--- config.mk ---
export PLATFORM = sky130hd
export DESIGN_NAME = hazard_bubble_unit_flat
export DESIGN_NICKNAME = d
export VERILOG_FILES = /design/src/rtl/cpu_ctrl_pkg.sv /design/src/rtl/hazard_bubble_unit_if.sv /design/src/rtl/hazard_detect.sv /design/src/rtl/hazard_bubble_unit.sv /design/src/flat_wrapper.sv
export SDC_FILE = /design/constraint.sdc
export NUM_CORES = 1
export LEC_CHECK = 0
export BUFFER_PORTS_ARGS = -buffer_cell sky130_fd_sc_hd__buf_2
export CAP_MARGIN = 20
export CORE_MARGIN = 1
export CORE_UTILIZATION = 25
export DETAILED_ROUTE_END_ITERATION = 12
export GPL_TIMING_DRIVEN = 0
export HOLD_SLACK_MARGIN = 0.05
export SLEW_MARGIN = 30
export SYNTH_ARGS = -nofsm -noshare
export SYNTH_HDL_FRONTEND = slang
export SYNTH_SLANG_ARGS = --single-unit
--- constraint.sdc ---
create_clock -name clk_i -period 3.5 [get_ports clk_i]
set_input_delay 0.7 -clock clk_i [delete_from_list [all_inputs] [get_ports clk_i]]
set_output_delay 0.7 -clock clk_i [all_outputs]
set_load 0.01 [all_outputs]
--- src/rtl/cpu_ctrl_pkg.sv ---
// cpu_ctrl_pkg: shared control-bundle layout and hazard FSM states for the 5-stage CPU.
package cpu_ctrl_pkg;
    localparam int CTRL_WIDTH = 6;
    localparam int CTRL_REG_DST = 0;
    localparam int CTRL_ALU_OP = 1;
    localparam int CTRL_ALU_SRC = 2;
    localparam int CTRL_REG_WRITE = 3;
    localparam int CTRL_MEM_TO_REG = 4;
    localparam int CTRL_MEM_WRITE = 5;
    typedef enum logic [1:0] {RUN, STALL, HOLD} hz_state_t;
endpackage

--- src/rtl/hazard_bubble_unit_if.sv ---
// hazard_bubble_unit_if: ID-stage control, hazard operands and pipeline enables.
interface hazard_bubble_unit_if #(parameter int CTRL_W = 6, parameter int REG_AW = 5);
    logic [CTRL_W-1:0] ctrl_i;
    logic idex_memread_i;
    logic [REG_AW-1:0] idex_rt_i;
    logic [REG_AW-1:0] ifid_rs_i;
    logic [REG_AW-1:0] ifid_rt_i;
    logic ifid_uses_rt_i;
    logic branch_taken_i;
    logic mem_stall_i;
    logic [CTRL_W-1:0] ctrl_o;
    logic pc_write_o;
    logic ifid_write_o;
    logic idex_write_o;
    logic ifid_flush_o;
    logic busy_o;
    logic [31:0] stat_bubbles_o;
    modport master (
        output ctrl_i, idex_memread_i, idex_rt_i, ifid_rs_i, ifid_rt_i, ifid_uses_rt_i,
               branch_taken_i, mem_stall_i,
        input ctrl_o, pc_write_o, ifid_write_o, idex_write_o, ifid_flush_o, busy_o, stat_bubbles_o
    );
    modport slave (
        input ctrl_i, idex_memread_i, idex_rt_i, ifid_rs_i, ifid_rt_i, ifid_uses_rt_i,
              branch_taken_i, mem_stall_i,
        output ctrl_o, pc_write_o, ifid_write_o, idex_write_o, ifid_flush_o, busy_o, stat_bubbles_o
    );
endinterface

--- src/rtl/hazard_detect.sv ---
// hazard_detect: load-use register-address compare, shared with the forwarding unit.
module hazard_detect #(parameter int REG_AW = 5) (
    input  logic              memRead,
    input  logic [REG_AW-1:0] exRt,
    input  logic [REG_AW-1:0] idRs,
    input  logic [REG_AW-1:0] idRt,
    input  logic              usesRt,
    output logic              hazard
);
    assign hazard = memRead && exRt != '0 && (exRt == idRs || (usesRt && exRt == idRt));
endmodule

--- src/rtl/hazard_bubble_unit.sv ---
// hazard_bubble_unit: multi-cycle load-use bubbles, memory-stall freeze and branch flush.
// Define HAZARD_STATS_EN to build the saturating bubble counter on stat_bubbles_o.
module hazard_bubble_unit import cpu_ctrl_pkg::*; #(
    parameter int CTRL_W = CTRL_WIDTH,
    parameter int REG_AW = 5,
    parameter int STALL_CYC = 1
) (
    input logic clk_i,
    input logic rst_i,
    hazard_bubble_unit_if.slave bus
);
    localparam int CW = $clog2(STALL_CYC + 1);
    hz_state_t state, nextState, retQ, retNext, eff;
    logic [CW-1:0] cnt, cntNext;
    logic [CTRL_W-1:0] ctrlPass;
    logic runQ, hazard, bubble, holdAll, flush;

    hazard_detect #(.REG_AW(REG_AW)) uDetect (
        .memRead(bus.idex_memread_i),
        .exRt(bus.idex_rt_i),
        .idRs(bus.ifid_rs_i),
        .idRt(bus.ifid_rt_i),
        .usesRt(bus.ifid_uses_rt_i),
        .hazard(hazard)
    );

    always_ff @(posedge clk_i or negedge rst_i)
        if (!rst_i) begin
            state <= RUN;
            retQ <= RUN;
            cnt <= '0;
            runQ <= 1'b0;
        end else begin
            state <= nextState;
            retQ <= retNext;
            cnt <= cntNext;
            runQ <= 1'b1;
        end

    // HOLD behaves like the state it interrupted once the memory stall clears
    always_comb begin
        eff = (state == HOLD) ? retQ : state;
        nextState = state;
        retNext = retQ;
        cntNext = cnt;
        bubble = 1'b0;
        holdAll = 1'b0;
        flush = 1'b0;
        if (runQ) begin
            if (bus.mem_stall_i) begin
                holdAll = 1'b1;
                nextState = HOLD;
                retNext = eff;
            end else if (eff == STALL) begin
                bubble = 1'b1;
                cntNext = cnt - CW'(1);
                nextState = (cnt == CW'(1)) ? RUN : STALL;
            end else if (hazard) begin
                bubble = 1'b1;
                nextState = (STALL_CYC > 1) ? STALL : RUN;
                cntNext = (STALL_CYC > 1) ? CW'(STALL_CYC - 1) : cnt;
            end else begin
                nextState = RUN;
                flush = bus.branch_taken_i;
            end
        end
    end

    assign ctrlPass = bus.ctrl_i;
    assign bus.ctrl_o = (!runQ || bubble) ? '0 : ctrlPass;
    assign bus.pc_write_o = runQ && !holdAll && !bubble;
    assign bus.ifid_write_o = runQ && !holdAll && !bubble;
    assign bus.idex_write_o = runQ && !holdAll;
    assign bus.ifid_flush_o = flush;
    assign bus.busy_o = runQ && eff == STALL;

`ifdef HAZARD_STATS_EN
    logic [31:0] statQ;
    always_ff @(posedge clk_i or negedge rst_i)
        if (!rst_i) statQ <= '0;
        else if (bubble && statQ != '1) statQ <= statQ + 32'd1;
    assign bus.stat_bubbles_o = statQ;
`else
    assign bus.stat_bubbles_o = '0;
`endif
endmodule
--- src/flat_wrapper.sv ---
// flat-port wrapper written by rule: the top's interface ports become plain ports
module hazard_bubble_unit_flat import cpu_ctrl_pkg::*;
#(
    parameter int CTRL_W = CTRL_WIDTH,
    parameter int REG_AW = 5,
    parameter int STALL_CYC = 1
)
  (clk_i, rst_i, bus_ctrl_i, bus_idex_memread_i, bus_idex_rt_i, bus_ifid_rs_i, bus_ifid_rt_i, bus_ifid_uses_rt_i, bus_branch_taken_i, bus_mem_stall_i, bus_ctrl_o, bus_pc_write_o, bus_ifid_write_o, bus_idex_write_o, bus_ifid_flush_o, bus_busy_o, bus_stat_bubbles_o);
  hazard_bubble_unit_if #(.CTRL_W(CTRL_W), .REG_AW(REG_AW)) bus_i ();
  input logic clk_i;
  input logic rst_i;
  input wire logic [$bits(bus_i.ctrl_i)-1:0] bus_ctrl_i;
  input wire logic [$bits(bus_i.idex_memread_i)-1:0] bus_idex_memread_i;
  input wire logic [$bits(bus_i.idex_rt_i)-1:0] bus_idex_rt_i;
  input wire logic [$bits(bus_i.ifid_rs_i)-1:0] bus_ifid_rs_i;
  input wire logic [$bits(bus_i.ifid_rt_i)-1:0] bus_ifid_rt_i;
  input wire logic [$bits(bus_i.ifid_uses_rt_i)-1:0] bus_ifid_uses_rt_i;
  input wire logic [$bits(bus_i.branch_taken_i)-1:0] bus_branch_taken_i;
  input wire logic [$bits(bus_i.mem_stall_i)-1:0] bus_mem_stall_i;
  output wire logic [$bits(bus_i.ctrl_o)-1:0] bus_ctrl_o;
  output wire logic [$bits(bus_i.pc_write_o)-1:0] bus_pc_write_o;
  output wire logic [$bits(bus_i.ifid_write_o)-1:0] bus_ifid_write_o;
  output wire logic [$bits(bus_i.idex_write_o)-1:0] bus_idex_write_o;
  output wire logic [$bits(bus_i.ifid_flush_o)-1:0] bus_ifid_flush_o;
  output wire logic [$bits(bus_i.busy_o)-1:0] bus_busy_o;
  output wire logic [$bits(bus_i.stat_bubbles_o)-1:0] bus_stat_bubbles_o;
  assign bus_i.ctrl_i = bus_ctrl_i;
  assign bus_i.idex_memread_i = bus_idex_memread_i;
  assign bus_i.idex_rt_i = bus_idex_rt_i;
  assign bus_i.ifid_rs_i = bus_ifid_rs_i;
  assign bus_i.ifid_rt_i = bus_ifid_rt_i;
  assign bus_i.ifid_uses_rt_i = bus_ifid_uses_rt_i;
  assign bus_i.branch_taken_i = bus_branch_taken_i;
  assign bus_i.mem_stall_i = bus_mem_stall_i;
  assign bus_ctrl_o = bus_i.ctrl_o;
  assign bus_pc_write_o = bus_i.pc_write_o;
  assign bus_ifid_write_o = bus_i.ifid_write_o;
  assign bus_idex_write_o = bus_i.idex_write_o;
  assign bus_ifid_flush_o = bus_i.ifid_flush_o;
  assign bus_busy_o = bus_i.busy_o;
  assign bus_stat_bubbles_o = bus_i.stat_bubbles_o;
  hazard_bubble_unit #(.CTRL_W(CTRL_W), .REG_AW(REG_AW), .STALL_CYC(STALL_CYC)) u_core (.clk_i(clk_i), .rst_i(rst_i), .bus(bus_i));
endmodule
==> metrics.csv, run 1 <==
stage,metric,value,unit
run_status,status,"complete, no violations",
grt,overflow,0,
yosys,yosys.area_share.simple,21.55,%
floorplan,initial_core_util,26.92,%
grt,grt_pass1_wl,3015,um
floorplan,die_w,60.04,um
hold_path,hold_class,input port to async pin,
layout,layout-drive-gt1-share,44.69,%
cts,cts_tree,done,
yosys,ys_ff_latch,6,
placement,dp_hpwl,1579,um
setup_path,worstSetupPathType,input port to primary output,
grt,antenna_found_initial,0,
detailed_routing,ant_nets,0,
yosys,ys_seq_area_share,17.83,%
detailed_routing,firstDrtPassIters,4,
yosys,syn_inst,109,
layout,syn_to_final_growth,44.43,%
setup_path,crit_slowest_cell,or4_4,
setup_path,cp.depth,7,
detailed_routing,drt-total-wl,1832,um
sta,final.period_utilization,79.88,%
setup_path,crit_fanout,7,
sta,skew,2.068,ps
sta,fmax,357.7,MHz
yosys,synth-edff-count,0,
yosys,synthMuxAreaShare,0,%
layout,multi_input_area,518.0,um2
sta,rsz0062_at_grt,false,
floorplan,die_h,60.04,um
setup_path,critPathMostFrequentCell,buf_2,
setup_path,worstPathArrival,2100,ps
detailed_routing,drc_errors,0,
layout,insertedDiodeCount,0,
grt,gr-usage-met2,20.16,%
cts,cts_sinks,6,
detailed_routing,via_per_inst,3.834,
grt,grt_use_met1,12.09,%
floorplan,core_area,3128,um2
setup_path,end_kind,primary output,
grt,grt_max_degree,11,
cts,clkTransAtPathRegs,40,ps
pwr,powerDensity,236.4,nW/um2
placement,dpl_worst_slack,679.8,ps
cts,root_buffer,clkbuf_4,
grt,grt_pass1_vias,780,
sta,fin_ws,704.1,ps
yosys,netlist_area,842.1,um2
yosys,synth_compound_area_share,13.82,%
grt,top_usage_layer,met2,
sta,min_period,2796,ps
sta,setup_violations,0,
sta,slew_violations,0,
yosys,synthXorXnorAreaFrac,11.44,%
yosys,synth_flop_cell,dfrtp_1,
layout,utilization,38.88,%
cts,cts_max_level,1,
setup_path,crit_family,simple AND/OR/NAND/NOR gates,
cts,clk_latency,240,ps
flow_run,maxCapViolCount,0,
floorplan,io_pins,70,
setup_path,crit_path_max_incr_delay,540,ps
layout,layout.nets,208,
sta,tns,0,ps
yosys,ys_types,25,
layout,fillCellCount,360,
setup_path,crit_required,2800,ps
setup_path,critPathBufInv,4,
cts,cts_setup_buffers,0,
sta,finalHoldViolations,0,
grt,grt_usage,11.23,%
layout,register_area,150.1,um2
placement,gp_congestion,0.7287,
detailed_routing,drt_iter0_drc,11,
cts,cts_resized,0,
yosys,yosys_warnings,0,
cts,hold_buffers,0,
setup_path,ff2ff_path_depth,4,
grt,met3_usage,1.948,%
floorplan,placementRows,20,
yosys,avgSynthCellArea,7.725,um2
detailed_routing,route.vias.total,855,
placement,io_buffers,36,
yosys,synth_top_family_by_area,buffers and inverters,
yosys,synthArstFlopShare,100.0,%
cts,cts_buffer_depth,2,
pwr,vdd_drop_max,0.00008027,V
pwr,p_leak,0.6698,nW
setup_path,crit_path_start_kind,input port,
yosys,synthAdderAreaFrac,0,%
floorplan,dieArea,3604,um2
setup_path,cp_cell_sequence,buf_2 -> or4_4 -> o21ai_4 -> inv_2 -> a21oi_1 -> buf_4 -> buf_2,
cts,numCtsBuffers,3,
detailed_routing,wl_per_cell,8.215,um
sta,whs,275.7,ps
[cells by family after synthesis]
logic type      Yosys count
compound gates           15
xor+xnor                 11
buf+inv                  42
flops                     6
other cells               2
simple gates             33
[synth_stat cells, types with 2 or more instances]
cell type,instances,share of area (%)
o21ai_0,2,1.2
xnor2_1,10,10
inv_1,4,1.8
conb_1,2,0.89
nor2_1,2,0.89
o211ai_1,6,5.3
nand4_1,7,5.2
dfrtp_1,6,18
buf_4,34,30
a21oi_1,3,1.8
nand2_1,5,2.2
nand3_1,15,8.9
[cell type report]
type / count / area share (%)
buffer: 37 / 22.33
clock buffer: 3 / 1.852
inverter: 5 / 1.543
multi-input combinational: 92 / 42.59
sequential: 6 / 12.35
tap: 44 / 4.527
timing repair buffer: 36 / 14.81
[registers in the layout (all words and copies together) (netlist names)]
| name | cells |
|---|---|
| u_core.retQ | 2 |
| u_core.runQ | 1 |
| u_core.state | 2 |
| u_core.cnt | 1 |
[per-stage QoR]
| stage | total power (W) | cell area [um2] | cells |
|---|---|---|---|
| after floorplan | 0.0001853 | 958.4 | 140 |
| after global placement | 0.0002261 | 1194 | 220 |
| after detailed placement | 0.0002269 | 1194 | 220 |
| after CTS | 0.0002917 | 1216 | 223 |
| after global routing | 0.0003163 | 1216 | 223 |
| final | 0.0002875 | 1216 | 223 |
[worst register-to-register path, stage by stage (launching register included)]
cell and delay (ps):
dfrtp_1 390, and4bb_1 220, a21oi_2 310, buf_2 300
o32ai_1 120
[layer usage]
layer,vias to the layer above,share of wire (%)
li1,448,-
met1,356,40
met2,49,49
met3,2,9.5
met4,0,1.6
met5,-,0
[power by group]
part | switching [W] | leakage [nW] | internal (W)
clock network | 0.0000225 | 0.0138 | 0.0000386
registers | 0.00000758 | 0.0774 | 0.0000801
logic | 0.0000702 | 0.579 | 0.0000685
total | 0.000100 | 0.670 | 0.000187
[cells in the final DEF (no fill, tap or decap), drive strengths merged]
master	n
nor2b	1
and4bb	1
nor2	2
inv	5
or4	1
a21oi	4
o21ai	3
conb	33
clkbuf	5
xnor2	10
o22ai	1
xor2	1
buf	71
nand2	5
nand3	15
dfrtp	6
o32ai	1
nand4	7
o211ai	6
nand2b	1
[path summary, 6_finish.rpt]
kind	startpoint	to	slack [ps]
hold / removal	rst_i	u_core.cnt	280
setup / recovery	bus_idex_rt_i[4]	bus_pc_write_o	700
max in group asynchronous	rst_i	u_core.state[0]	3080
hold reg to reg	u_core.cnt	u_core.cnt	470
setup reg to reg	u_core.state[1]	u_core.state[0]	2040
min in group clk_i	u_core.cnt	u_core.cnt	470
Power figures use the tool's default switching activity.
==> inputs of run 2 (changes only) <==
==> constraint.sdc (replaced) <==
create_clock -name clk_i -period 2.55 [get_ports clk_i]
set_input_delay 0.51 -clock clk_i [delete_from_list [all_inputs] [get_ports clk_i]]
set_output_delay 0.51 -clock clk_i [all_outputs]
set_load 0.01 [all_outputs]
==> run 2 against run 1 <==
  * Critical path depth stayed put
  * Via count fell by 0.47%
  * Design area up 0.82%
  * Combinational power rose by 39%
  * Non-clock buffer count unchanged
  * First-iteration DRC count grew 27%
  * Sequential power grew 38%
  * Routed wire length shrank 0.66%
  * Register-to-register slack got worse by 880 ps
  * Sequential cell count unchanged
  * Utilization up 0.32 points
  * Global-route usage unchanged
  * Critical path type unchanged
==> metrics.csv, run 2 (synthesis gave the netlist of run 1 again) <==
stage,metric,value,unit,change
run_status,status,"complete, no violations",,
detailed_routing,drt-total-wl,1820,um,-0.66%
pwr,intPower,0.0002585,W,+38%
grt,grt_pass1_vias,780,,unchanged
sta,slew_violations,0,,unchanged
pwr,p_leak,0.6736,nW,+0.56%
hold_path,hold_class,input port to async pin,,
grt,grt_pass1_wl,3015,um,unchanged
layout,final_cell_mix,"buf_2 (36), buf_4 (35), conb_1 (33)",,
cts,root_buffer,clkbuf_4,,
setup_path,critPathMostFrequentCell,buf_2,,
detailed_routing,route.vias.total,851,,-0.47%
layout,layout.nets,208,,unchanged
detailed_routing,ant_nets,0,,unchanged
grt,antenna_found_initial,0,,unchanged
placement,io_buffers,36,,unchanged
pwr,pwr-share-clk,21.0,%,-0.3 points
sta,min_period,2413,ps,
sta,finalHoldViolations,0,,unchanged
placement,dpl_worst_slack,109.8,ps,-570.0 ps
floorplan,core_area,3128,um2,unchanged
detailed_routing,drt_iter0_drc,14,,+3
grt,gr-usage-met2,20.16,%,unchanged
grt,met3_usage,1.948,%,unchanged
detailed_routing,via_per_inst,3.816,,-0.47%
placement,dp_hpwl,1579,um,unchanged
setup_path,crit_slowest_cell,or4_4,,
setup_path,cp.depth,7,,unchanged
layout,layout-drive-gt1-share,44.69,%,unchanged
setup_path,end_kind,primary output,,
floorplan,io_pins,70,,unchanged
sta,tns,0,ps,unchanged
placement,dpl_cell_area,1194,um2,unchanged
flow_run,maxCapViolCount,0,,unchanged
sta,fin_ws,136.6,ps,-567.5 ps
cts,cts_sinks,6,,unchanged
pwr,power.net_switching,0.0001383,W,+38%
pwr,powerDensity,323.6,nW/um2,+37%
setup_path,crit_path_start_kind,input port,,
layout,syn_to_final_growth,45.62,%,
cts,cts_buffer_depth,2,,unchanged
floorplan,die_w,60.04,um,unchanged
layout,top_regs,"u_core.retQ: 2 flops, u_core.state: 2 flops",,
cts,cts_setup_buffers,0,,unchanged
cts,cts_tree,done,,
setup_path,worstPathArrival,1900,ps,-200 ps
cts,hold_buffers,0,,unchanged
sta,rsz0062_at_grt,false,,
layout,insertedDiodeCount,0,,unchanged
pwr,p_seq_share,30.4,%,about the same
detailed_routing,drc_errors,0,,unchanged
detailed_routing,wl_per_cell,8.161,um,-0.66%
layout,fillCellCount,358,,-0.56%
cts,cts_max_level,1,,unchanged
setup_path,ff2ff_path_depth,4,,unchanged
detailed_routing,firstDrtPassIters,4,,unchanged
grt,overflow,0,,unchanged
placement,dp.cells,220,,unchanged
pwr,switching_share,34.85,%,about the same
setup_path,crit_required,2040,ps,-760 ps
cts,clk_latency,240,ps,about the same
grt,grt_use_met1,12.09,%,unchanged
pwr,combPwrFrac,48.5,%,+0.3 points
floorplan,initial_core_util,26.92,%,unchanged
setup_path,worstSetupPathType,input port to primary output,,
setup_path,crit_path_max_incr_delay,540,ps,about the same
grt,top_usage_layer,met2,,
pwr,vdd_drop_max,0.0001105,V,+38%
sta,final.period_utilization,94.64,%,
setup_path,critPathBufInv,4,,unchanged
grt,grt_usage,11.23,%,unchanged
setup_path,crit_fanout,7,,unchanged
floorplan,dieArea,3604,um2,unchanged
layout,final_area,1226,um2,+0.82%
setup_path,cp_cell_sequence,buf_2 -> or4_4 -> o21ai_4 -> inv_2 -> a21oi_1 -> buf_4 -> buf_2,,
layout,mostFrequentLayoutCell,buf_2,,
sta,setup_violations,0,,unchanged
placement,gp_congestion,0.7287,,unchanged
sta,skew,1.821,ps,-0.2463 ps
setup_path,crit_family,simple AND/OR/NAND/NOR gates,,
sta,fmax,414.3,MHz,
floorplan,die_h,60.04,um,unchanged
layout,stdcell_count,223,,unchanged
floorplan,placementRows,20,,unchanged
cts,clkTransAtPathRegs,40,ps,about the same
cts,numCtsBuffers,3,,unchanged
grt,grt_max_degree,11,,unchanged
[run 2: changes by cell type in the layout (fill, tap and decap cells not counted)]
cell and delta:
a21oi_2 -1, a21oi_4 +1, buf_2 -1, buf_4 +1
[run 2: stage by stage]
step,hold WS [ps],total power (W),util (%)
after floorplan,214.4,0.0002543,-
after global placement,337.5,0.0003103,38.16
after detailed placement,339.1,0.0003115,38.16
after CTS,77.81,0.0004003,38.88
after global routing,76.98,0.0004369,39.20
final,86.55,0.0003968,39.20
[run 2: final timing paths]
kind                             startpoint              end  slack [ps]
min in group clk_i               u_core.cnt       u_core.cnt         470
max reg2reg                 u_core.state[0]  u_core.state[0]        1160
min reg2reg                      u_core.cnt       u_core.cnt         470
min                                   rst_i       u_core.cnt          90
max in group asynchronous             rst_i  u_core.state[0]        2320
max                        bus_idex_rt_i[4]   bus_pc_write_o         140
[run 2: worst register-to-register path, cell delays in order (launching register included)]
cell and delay (ps):
dfrtp_1 420, and4bb_1 330, a21oi_4 80, buf_4 190, o32ai_1 260
[run 2: metal layers]
metal | part of all wire, % | vias up
met4 | 1.6 | 0
met5 | 0 | -
met2 | 49 | 49
met3 | 9.2 | 2
li1 | - | 448
met1 | 40 | 352
[run 2: power groups by stage]
stage,combinational [W],clock (W),sequential [W]
CTS,0.000190,0.0000899,0.000120
finish,0.000193,0.0000835,0.000121
floorplan,0.000135,0,0.000119
detailed placement,0.000190,0,0.000122
global placement,0.000189,0,0.000121
global route,0.000216,0.0000985,0.000122
[run 2: area by class of cell]
cell class | count | area, um2 | area share, %
multi-input cells | 92 | 525.5 | 42.86
plain buffers | 37 | 274.0 | 22.35
repair buffers | 36 | 180.2 | 14.69
flip-flops and latches | 6 | 150.1 | 12.24
well taps | 44 | 55.05 | 4.490
clock buffers | 3 | 22.52 | 1.837
inverters | 5 | 18.77 | 1.531
[run 2: what timing repair did]
| item | CTS | global route |
|---|---|---|
| gates resized for setup | 0 | 3 |
| endpoints found under the hold margin | 0 | 0 |
| setup endpoints to repair | 0 | 2 |
